File: src/rtl/input_config_loader.sv
// Byte-stream loader for the per-game input mapping: 35 bytes are assembled in a
// shadow buffer and copied to the live configuration fields in one atomic commit.
module input_config_loader #(
  parameter logic [7:0] UNUSED_CODE = 8'h7F
) (
  input  logic        clk,
  input  logic        reset,
  input  logic        load_start,
  input  logic        load_end,
  input  logic [7:0]  data_in,
  input  logic        data_valid,
  output logic        data_ready,
  output logic        busy,
  output logic        config_valid,
  output logic        commit_pulse,
  output logic        load_error,
  output logic [31:0] input_s0_config,
  output logic [31:0] input_s1_config,
  output logic [31:0] input_s2_config,
  output logic [31:0] input_s3_config,
  output logic [31:0] input_s4_config,
  output logic [31:0] input_s5_config,
  output logic [31:0] input_s6_config,
  output logic [31:0] input_s7_config,
  output logic [7:0]  input_b_config,
  output logic [7:0]  input_ba_config,
  output logic [7:0]  input_acl_config
);

  localparam int CONFIG_BYTES = 35;
  localparam logic [5:0] LAST_IDX = 6'(CONFIG_BYTES - 1);

  typedef enum logic [1:0] {
    S_IDLE,
    S_LOAD,
    S_COMMIT
  } state_e;

  // Handshake: a byte transfers on a rising edge where data_valid && data_ready;
  // data_ready is high exactly while in S_LOAD and does not depend on data_valid.

  state_e      state_q, state_d;
  logic [5:0]  cnt_q, cnt_d;
  logic [7:0]  shadow_q [CONFIG_BYTES];
  logic [7:0]  shadow_d [CONFIG_BYTES];
  logic [7:0]  live_q   [CONFIG_BYTES];
  logic [7:0]  live_d   [CONFIG_BYTES];
  logic        config_valid_q, config_valid_d;
  logic        commit_pulse_q, commit_pulse_d;
  logic        load_error_q, load_error_d;
  logic        accept;

  assign accept = data_valid && (state_q == S_LOAD);

  always_comb begin
    state_d        = state_q;
    cnt_d          = cnt_q;
    shadow_d       = shadow_q;
    live_d         = live_q;
    config_valid_d = config_valid_q;
    load_error_d   = load_error_q;
    commit_pulse_d = 1'b0;

    case (state_q)
      S_IDLE: begin
        if (load_start) begin
          state_d      = S_LOAD;
          cnt_d        = 6'd0;
          load_error_d = 1'b0;
        end
      end
      S_LOAD: begin
        // A restart drops any byte offered on the same edge and outranks load_end.
        if (load_start) begin
          cnt_d        = 6'd0;
          load_error_d = 1'b0;
        end else begin
          if (accept) begin
            shadow_d[cnt_q] = data_in;
            cnt_d           = cnt_q + 6'd1;
          end
          if (accept && (cnt_q == LAST_IDX)) begin
            state_d = S_COMMIT;
          end else if (load_end) begin
            load_error_d = 1'b1;
            state_d      = S_IDLE;
          end
        end
      end
      S_COMMIT: begin
        live_d         = shadow_q;
        config_valid_d = 1'b1;
        commit_pulse_d = 1'b1;
        state_d        = S_IDLE;
      end
      default: begin
        state_d = S_IDLE;
      end
    endcase
  end

  always_ff @(posedge clk) begin
    if (reset) begin
      state_q        <= S_IDLE;
      cnt_q          <= 6'd0;
      config_valid_q <= 1'b0;
      commit_pulse_q <= 1'b0;
      load_error_q   <= 1'b0;
      for (int i = 0; i < CONFIG_BYTES; i++) begin
        shadow_q[i] <= UNUSED_CODE;
        live_q[i]   <= UNUSED_CODE;
      end
    end else begin
      state_q        <= state_d;
      cnt_q          <= cnt_d;
      config_valid_q <= config_valid_d;
      commit_pulse_q <= commit_pulse_d;
      load_error_q   <= load_error_d;
      for (int i = 0; i < CONFIG_BYTES; i++) begin
        shadow_q[i] <= shadow_d[i];
        live_q[i]   <= live_d[i];
      end
    end
  end

  assign data_ready   = (state_q == S_LOAD);
  assign busy         = (state_q != S_IDLE);
  assign config_valid = config_valid_q;
  assign commit_pulse = commit_pulse_q;
  assign load_error   = load_error_q;

  // Little-endian packing: stream byte 4k lands in bits [7:0] of word k.
  assign input_s0_config  = {live_q[3],  live_q[2],  live_q[1],  live_q[0]};
  assign input_s1_config  = {live_q[7],  live_q[6],  live_q[5],  live_q[4]};
  assign input_s2_config  = {live_q[11], live_q[10], live_q[9],  live_q[8]};
  assign input_s3_config  = {live_q[15], live_q[14], live_q[13], live_q[12]};
  assign input_s4_config  = {live_q[19], live_q[18], live_q[17], live_q[16]};
  assign input_s5_config  = {live_q[23], live_q[22], live_q[21], live_q[20]};
  assign input_s6_config  = {live_q[27], live_q[26], live_q[25], live_q[24]};
  assign input_s7_config  = {live_q[31], live_q[30], live_q[29], live_q[28]};
  assign input_b_config   = live_q[32];
  assign input_ba_config  = live_q[33];
  assign input_acl_config = live_q[34];

endmodule

File: config.mk
export PLATFORM = sky130hd
export DESIGN_NAME = input_config_loader
export DESIGN_NICKNAME = d
export VERILOG_FILES = /design/src/rtl/input_config_loader.sv
export SDC_FILE = /design/constraint.sdc
export NUM_CORES = 1
export LEC_CHECK = 0
export CAP_MARGIN = 10
export CORE_MARGIN = 2
export CORE_UTILIZATION = 65
export CTS_CLUSTER_DIAMETER = 100
export CTS_CLUSTER_SIZE = 14
export DETAILED_ROUTE_END_ITERATION = 7
export DONT_BUFFER_PORTS = 1
export GPL_TIMING_DRIVEN = 0
export PLACE_DENSITY = 0.88
export SETUP_SLACK_MARGIN = 0.1
export SLEW_MARGIN = 40
export SYNTH_ARGS = -nofsm -noshare
export SYNTH_HDL_FRONTEND = slang
export SYNTH_SLANG_ARGS = --single-unit
File: constraint.sdc
create_clock -name clk -period 2.9 [get_ports clk]
set_input_delay 0.29 -clock clk [delete_from_list [all_inputs] [get_ports clk]]
set_output_delay 0.29 -clock clk [all_outputs]
set_load 0.01 [all_outputs]
# ---- Word level (Yosys, flattened, before mapping)
# Index checks and enable logic that the tools add are counted.
dict set report word_totals {
  ff_bits 571
  inputBits 13
  output_inout_bits 285
  word_cells 117
}
dict set report op_classes {
  add_sub_neg 1
  n_lt_le_gt_ge 2
  eq_ne 9
  muxes 18
  n_bitwise 2
  n_reduce_logical 10
}
# operator count
set op_table {}
lappend op_table {{280-bit bitwise mux} 1}
lappend op_table {{8-bit demux with 6-bit select} 1}
lappend op_table {{6-bit two-way mux} 3}
lappend op_table {{6-bit case mux with 2 select lines} 1}
lappend op_table {{3-bit AND reduction} 3}
lappend op_table {{2-bit two-way mux} 4}
lappend op_table {{8-bit two-way mux} 1}
lappend op_table {{7-bit greater-or-equal comparator (second input constant)} 1}
lappend op_table {{7-bit by 1-bit less-than comparator with 1-bit output (second input constant)} 1}
lappend op_table {{6-bit NOT with 7-bit output} 1}
lappend op_table {{6-bit by 1-bit adder with 6-bit output (second input constant)} 1}
lappend op_table {{6-bit equality test (second input constant)} 1}
lappend op_table {{3-bit by 2-bit != test with 1-bit output (second input constant)} 2}
lappend op_table {{3-bit != test (second input constant)} 2}
lappend op_table {{1-bit two-way mux} 5}
lappend op_table {{2-bit != test (second input constant)} 2}
lappend op_table {{2-bit case mux with 2 select lines} 1}
lappend op_table {{4-bit AND reduction} 1}
lappend op_table {{2-bit nonzero test} 2}
lappend op_table {{1-bit logical AND} 3}
lappend op_table {{2-bit by 1-bit equality test with 1-bit output (second input constant)} 1}
lappend op_table {{2-bit equality test (second input constant)} 1}
lappend op_table {{2-bit zero test} 1}
lappend op_table {{1-bit case mux with 2 select lines} 1}
lappend op_table {{1-bit NOT} 1}

# ---- Depth between registers and ports, before layout
dict set report depth {
  ltp_word 6
  depth_mapped 6
  mapped_depth_nobuf 5
}

# ---- Least setup slack after synthesis
# Ideal clock, no wire load.
dict set report synth_timing {
  kind {register to register}
  start {reg state_q[1]}
  end {reg shadow_q[104] (netlist bit)}
  setup_time_ps 72
  t_arrival_ps 1463
  required_ps 2828
  path_slack_ps 1365
  path_stages_with_launch 6
  path_buffers 2
  synth_period_minus_slack_ps 1535
  path_cell_list {dfxtp_1 nor4b_4 buf_8 and3_4 buf_12 mux2i_1}
}
dict set report synth_via {
  elab_chain_cells 3
}
# item line
set synth_lines {}
lappend synth_lines {{start, declared} 42} ;# state_e state_q, state_d;
lappend synth_lines {{start signal, assigned} 114} ;# state_q <= state_d;
lappend synth_lines {{2-bit by 1-bit equality test with 1-bit output (*)} {53, 64}}
lappend synth_lines {{1-bit logical AND} 53} ;# assign accept = data_valid && (state_q == S_LOAD);
lappend synth_lines {{3-bit AND reduction (no line) (*)} n/a}
lappend synth_lines {{end signal, assigned by index} 120} ;# shadow_q[i] <= shadow_d[i];
lappend synth_lines {{end, declared} 44} ;# logic [7:0] shadow_q [CONFIG_BYTES];
# Mark *: on every way between the ends. The rest lies on a longest branch, timed or not.
# A chain may end at the register's enable or synchronous reset.

# ---- Worst setup path after layout
dict set report layout_timing {
  start {reg state_q[1]}
  end {reg live_q (netlist bit input_s3_config[13])}
}
dict set report layout_via {
  elab_chain_cells 1
}
# item line
set layout_lines {}
lappend layout_lines {{2-bit equality test} 64} ;# case (state_q)
lappend layout_lines {{end signal, assigned by index} 121} ;# live_q[i] <= live_d[i];
lappend layout_lines {{end, declared} 46} ;# logic [7:0] live_q [CONFIG_BYTES];
# No other way between the ends.

==> results.md <==
* Die Y at between 150 and 200 um
* Setup violators final at 0
* VDD IR max at 0.486 mV
* # Max-Cap Violations at 0
* 1st-iter DRT viols at around 1000
* Final net count at ~2300
* Worst EP arrival at around 2.7 ns
* Initial antenna violation count at 1
* Pin count of the biggest net entering global routing at 15
* Post-synth ARST share at 0%
* Syn Inst Count at 2259
* Layout fillers at 2330
* Data required time of the worst path at approximately 3.4 ns
* Area share of the largest cell type after synthesis at a little over half
* Most common cell after layout, fill and taps aside: dfxtp_1
* Area growth syn-to-layout at 8.45%
* GPL Wtd Cong at 0.855
* Most frequent cells in the layout: 571 x dfxtp_1, 561 x nand2_1, 280 x mux2i_1
* H-tree depth at 2
* Final Cycle Share at 75.6%
* Setup TNS at 0 ns
* Core area at between 30000 and 40000 sq um
* DR vias/cell at about 5.8
* Port Buffer Count at 0
* Status: finished clean
* Deepest clock path buffer count at 3
* Worst Hold Class: in2reg
* Syn Std Cell Area at ~21000 sq um
* Buffer and inverter count on the worst path at 2
* Routed wl met2 at about 26 mm
* Synth warn at 0
* Synth top area cells: dfxtp_1 54%, mux2i_1 13%, nand2_1 9.9%, nand3b_1 8.7%, nor2_1 4.5%
* Relative slew slack at between 30% and 40%
* Top-Level Pins at a little under 300
* Placed insts at 2701
* Grt total ovfl at 0
* Die Area at 34100 sq um
* CP Capture Type: flop
* Slew Viols, Final at 0
* Worst Skew at around 0.025 ns
* Crit path launch type: flop
* Syn_area_per_cell at around 9.4 sq um
* Static leakage at ~9.7 nW
* Slew @ Worst Pin at 0.931 ns
* Sequential cell area fraction in the yosys report at 53.9%
* TritonCTS clock tree: built
* Finished Core Util at between 70 and 80%
* Yosys reg bits at between 500 and 600
* Post-Syn Nets at 2274
* Total Power at about 14 mW
* Top routing layer in use: met4
* Minimum clock period at between 2 and 2.5 ns
* Clock sinks at roughly 570
* Post-synth cell types at 40
* Crit path cell chain: nor2b_1 > clkbuf_1 > clkbuf_1 > nand2_1 > nand3b_1
* Crit-path most repeated cell: clkbuf_1
* Reg2reg setup slack at 0.71 ns
* Global-route wire length before repair at approximately 85 mm
* Clock edge transition at the registers on the reported setup and hold paths at roughly 0.07 ns
* HPWL after DPL at just under 40 mm
* Post-synth EDFFs at 0
* PD cells at slightly below 600 nW/um^2
* Row count at between 60 and 70
* Unrepaired setup endpoints after global routing: no
* Starting Density at between 60% and 70%
* Metal1 wirelength at about 22 mm
* Primary FF master, synth: dfxtp_1
* Routed len/inst at just over 20 um
* DIE WIDTH at around 180 um
* Root Buffer: clkbuf_16
* Drt first pass iters at 6
* Detailed-route via count at between 15000 and 20000
* Final ANT Viol Nets at 0
* Crit Path Max Fanout at 10
* CP Class: reg2reg
* Peak Freq at ~460 MHz
* Layout cells sized above 1 at 6.62%
* Routed WL at 55.5 mm
* Worst stage delay on the critical path at approximately 0.65 ns
* CP max-delay cell: clkbuf_1
* Layout Cells excl Fill at 2755
* Synth area leader: dfxtp_1
* DR DRC count at 0
* Fin. Hold Viols at 0
* Vias in the first global route at 15860
* Worst skew pair latency at ~0.56 ns
* Num CTS Buffers at 46
* Gr usage total at roughly a third
* Delay-heaviest family, CP: buffers and inverters
* Routed wl met3 at 5.40 mm
* Postcts setup bufs at 0
## worst paths after layout
kind,start,to,cells past startpoint
worst max-delay path,state_q[1],input_s3_config[13],5
worst min-delay path,data_in[1],shadow_q[249],2
worst max register to register,state_q[1],input_s3_config[13],5
worst min register to register,shadow_q[167],input_s3_config[23],2
## cell type report
cell class	count	area, sq um	area share, %
flip-flops and latches	571	11400	49.7
multi-input cells	1498	8860	38.5
clock buffers	47	1180	5.11
plain buffers	186	927	4.03
well taps	442	553	2.40
repair buffers	4	40.0	0.174
inverters	4	15.0	0.0652
clock inverters	2	13.8	0.0598
diodes	1	2.50	0.0109
## metrics by stage
stage / setup slack, ns / area [sq um] / hold slack, ns
after CTS: 0.572 / 23000 / 0.0483
after floorplan: 1.36 / 21200 / 0.432
after global placement: 0.444 / 21800 / 0.440
final: 0.706 / 23000 / 0.0204
after detailed placement: 0.391 / 21800 / 0.444
after global routing: 0.561 / 23000 / 0.0439
## layer usage
layer  vias up  GRT usage [%]
met5         -              0
li1       7434              -
met1      7612           37.7
met4         0           15.7
met3       173           9.78
met2       641           52.9
## flip-flops by register name, indices dropped and copies added, names as in the netlist
signal	count
input_s2_config	32
input_b_config	8
input_acl_config	8
input_s1_config	32
input_s6_config	32
input_s7_config	32
commit_pulse	1
cnt_q	6
input_s5_config	32
input_s0_config	32
input_ba_config	8
load_error	1
input_s3_config	32
config_valid	1
shadow_q	280
input_s4_config	32
state_q	2
## where the power goes
part           internal (mW)  switching (mW)
registers               7.84         0.00466
clock network           2.86            2.64
logic                  0.115           0.271
## worst reg2reg max path, delay by kind of cell, from the launching register on
kind	cells	cell delay, ns
simple gates	3	0.47
flops	1	0.54
buf+inv	2	1.12
## Yosys cell counts (2+ instances only)
| library cell | n |
|---|---|
| nand2_1 | 561 |
| nand3_4 | 5 |
| and3_4 | 5 |
| nand2b_1 | 38 |
| clkbuf_1 | 117 |
| nor4b_4 | 2 |
| buf_2 | 41 |
| inv_1 | 4 |
| o21ai_0 | 4 |
| and3_2 | 5 |
| nor2b_1 | 2 |
| nand3_2 | 7 |
| buf_4 | 19 |
| o211ai_1 | 2 |
| o31ai_1 | 2 |
| nor2_1 | 255 |
| ha_1 | 2 |
| nor3b_2 | 2 |
| mux2i_1 | 280 |
| a21oi_1 | 44 |
| and3_1 | 15 |
| or3_1 | 2 |
| nand4b_1 | 2 |
| or4_1 | 4 |
| and3b_1 | 4 |
| buf_1 | 2 |
| buf_12 | 5 |
| dfxtp_1 | 571 |
| nand3b_1 | 246 |
## timing repair
item,4_1_cts,5_1_grt
gates resized for setup,0,0
hold buffers,4,0
endpoints found under the hold margin,3,0
setup endpoints to repair,0,0
## logic make-up after synthesis
logic type	synth area share [%]
AO/OA/AOI/OAI	1.27
adder cells (fa/ha/maj)	0.118
buffers and inverters	4.41
flip-flops	53.9
multiplexers	13.2
AND/OR/NAND/NOR	27.1
(Power assumes the default switching activity.)
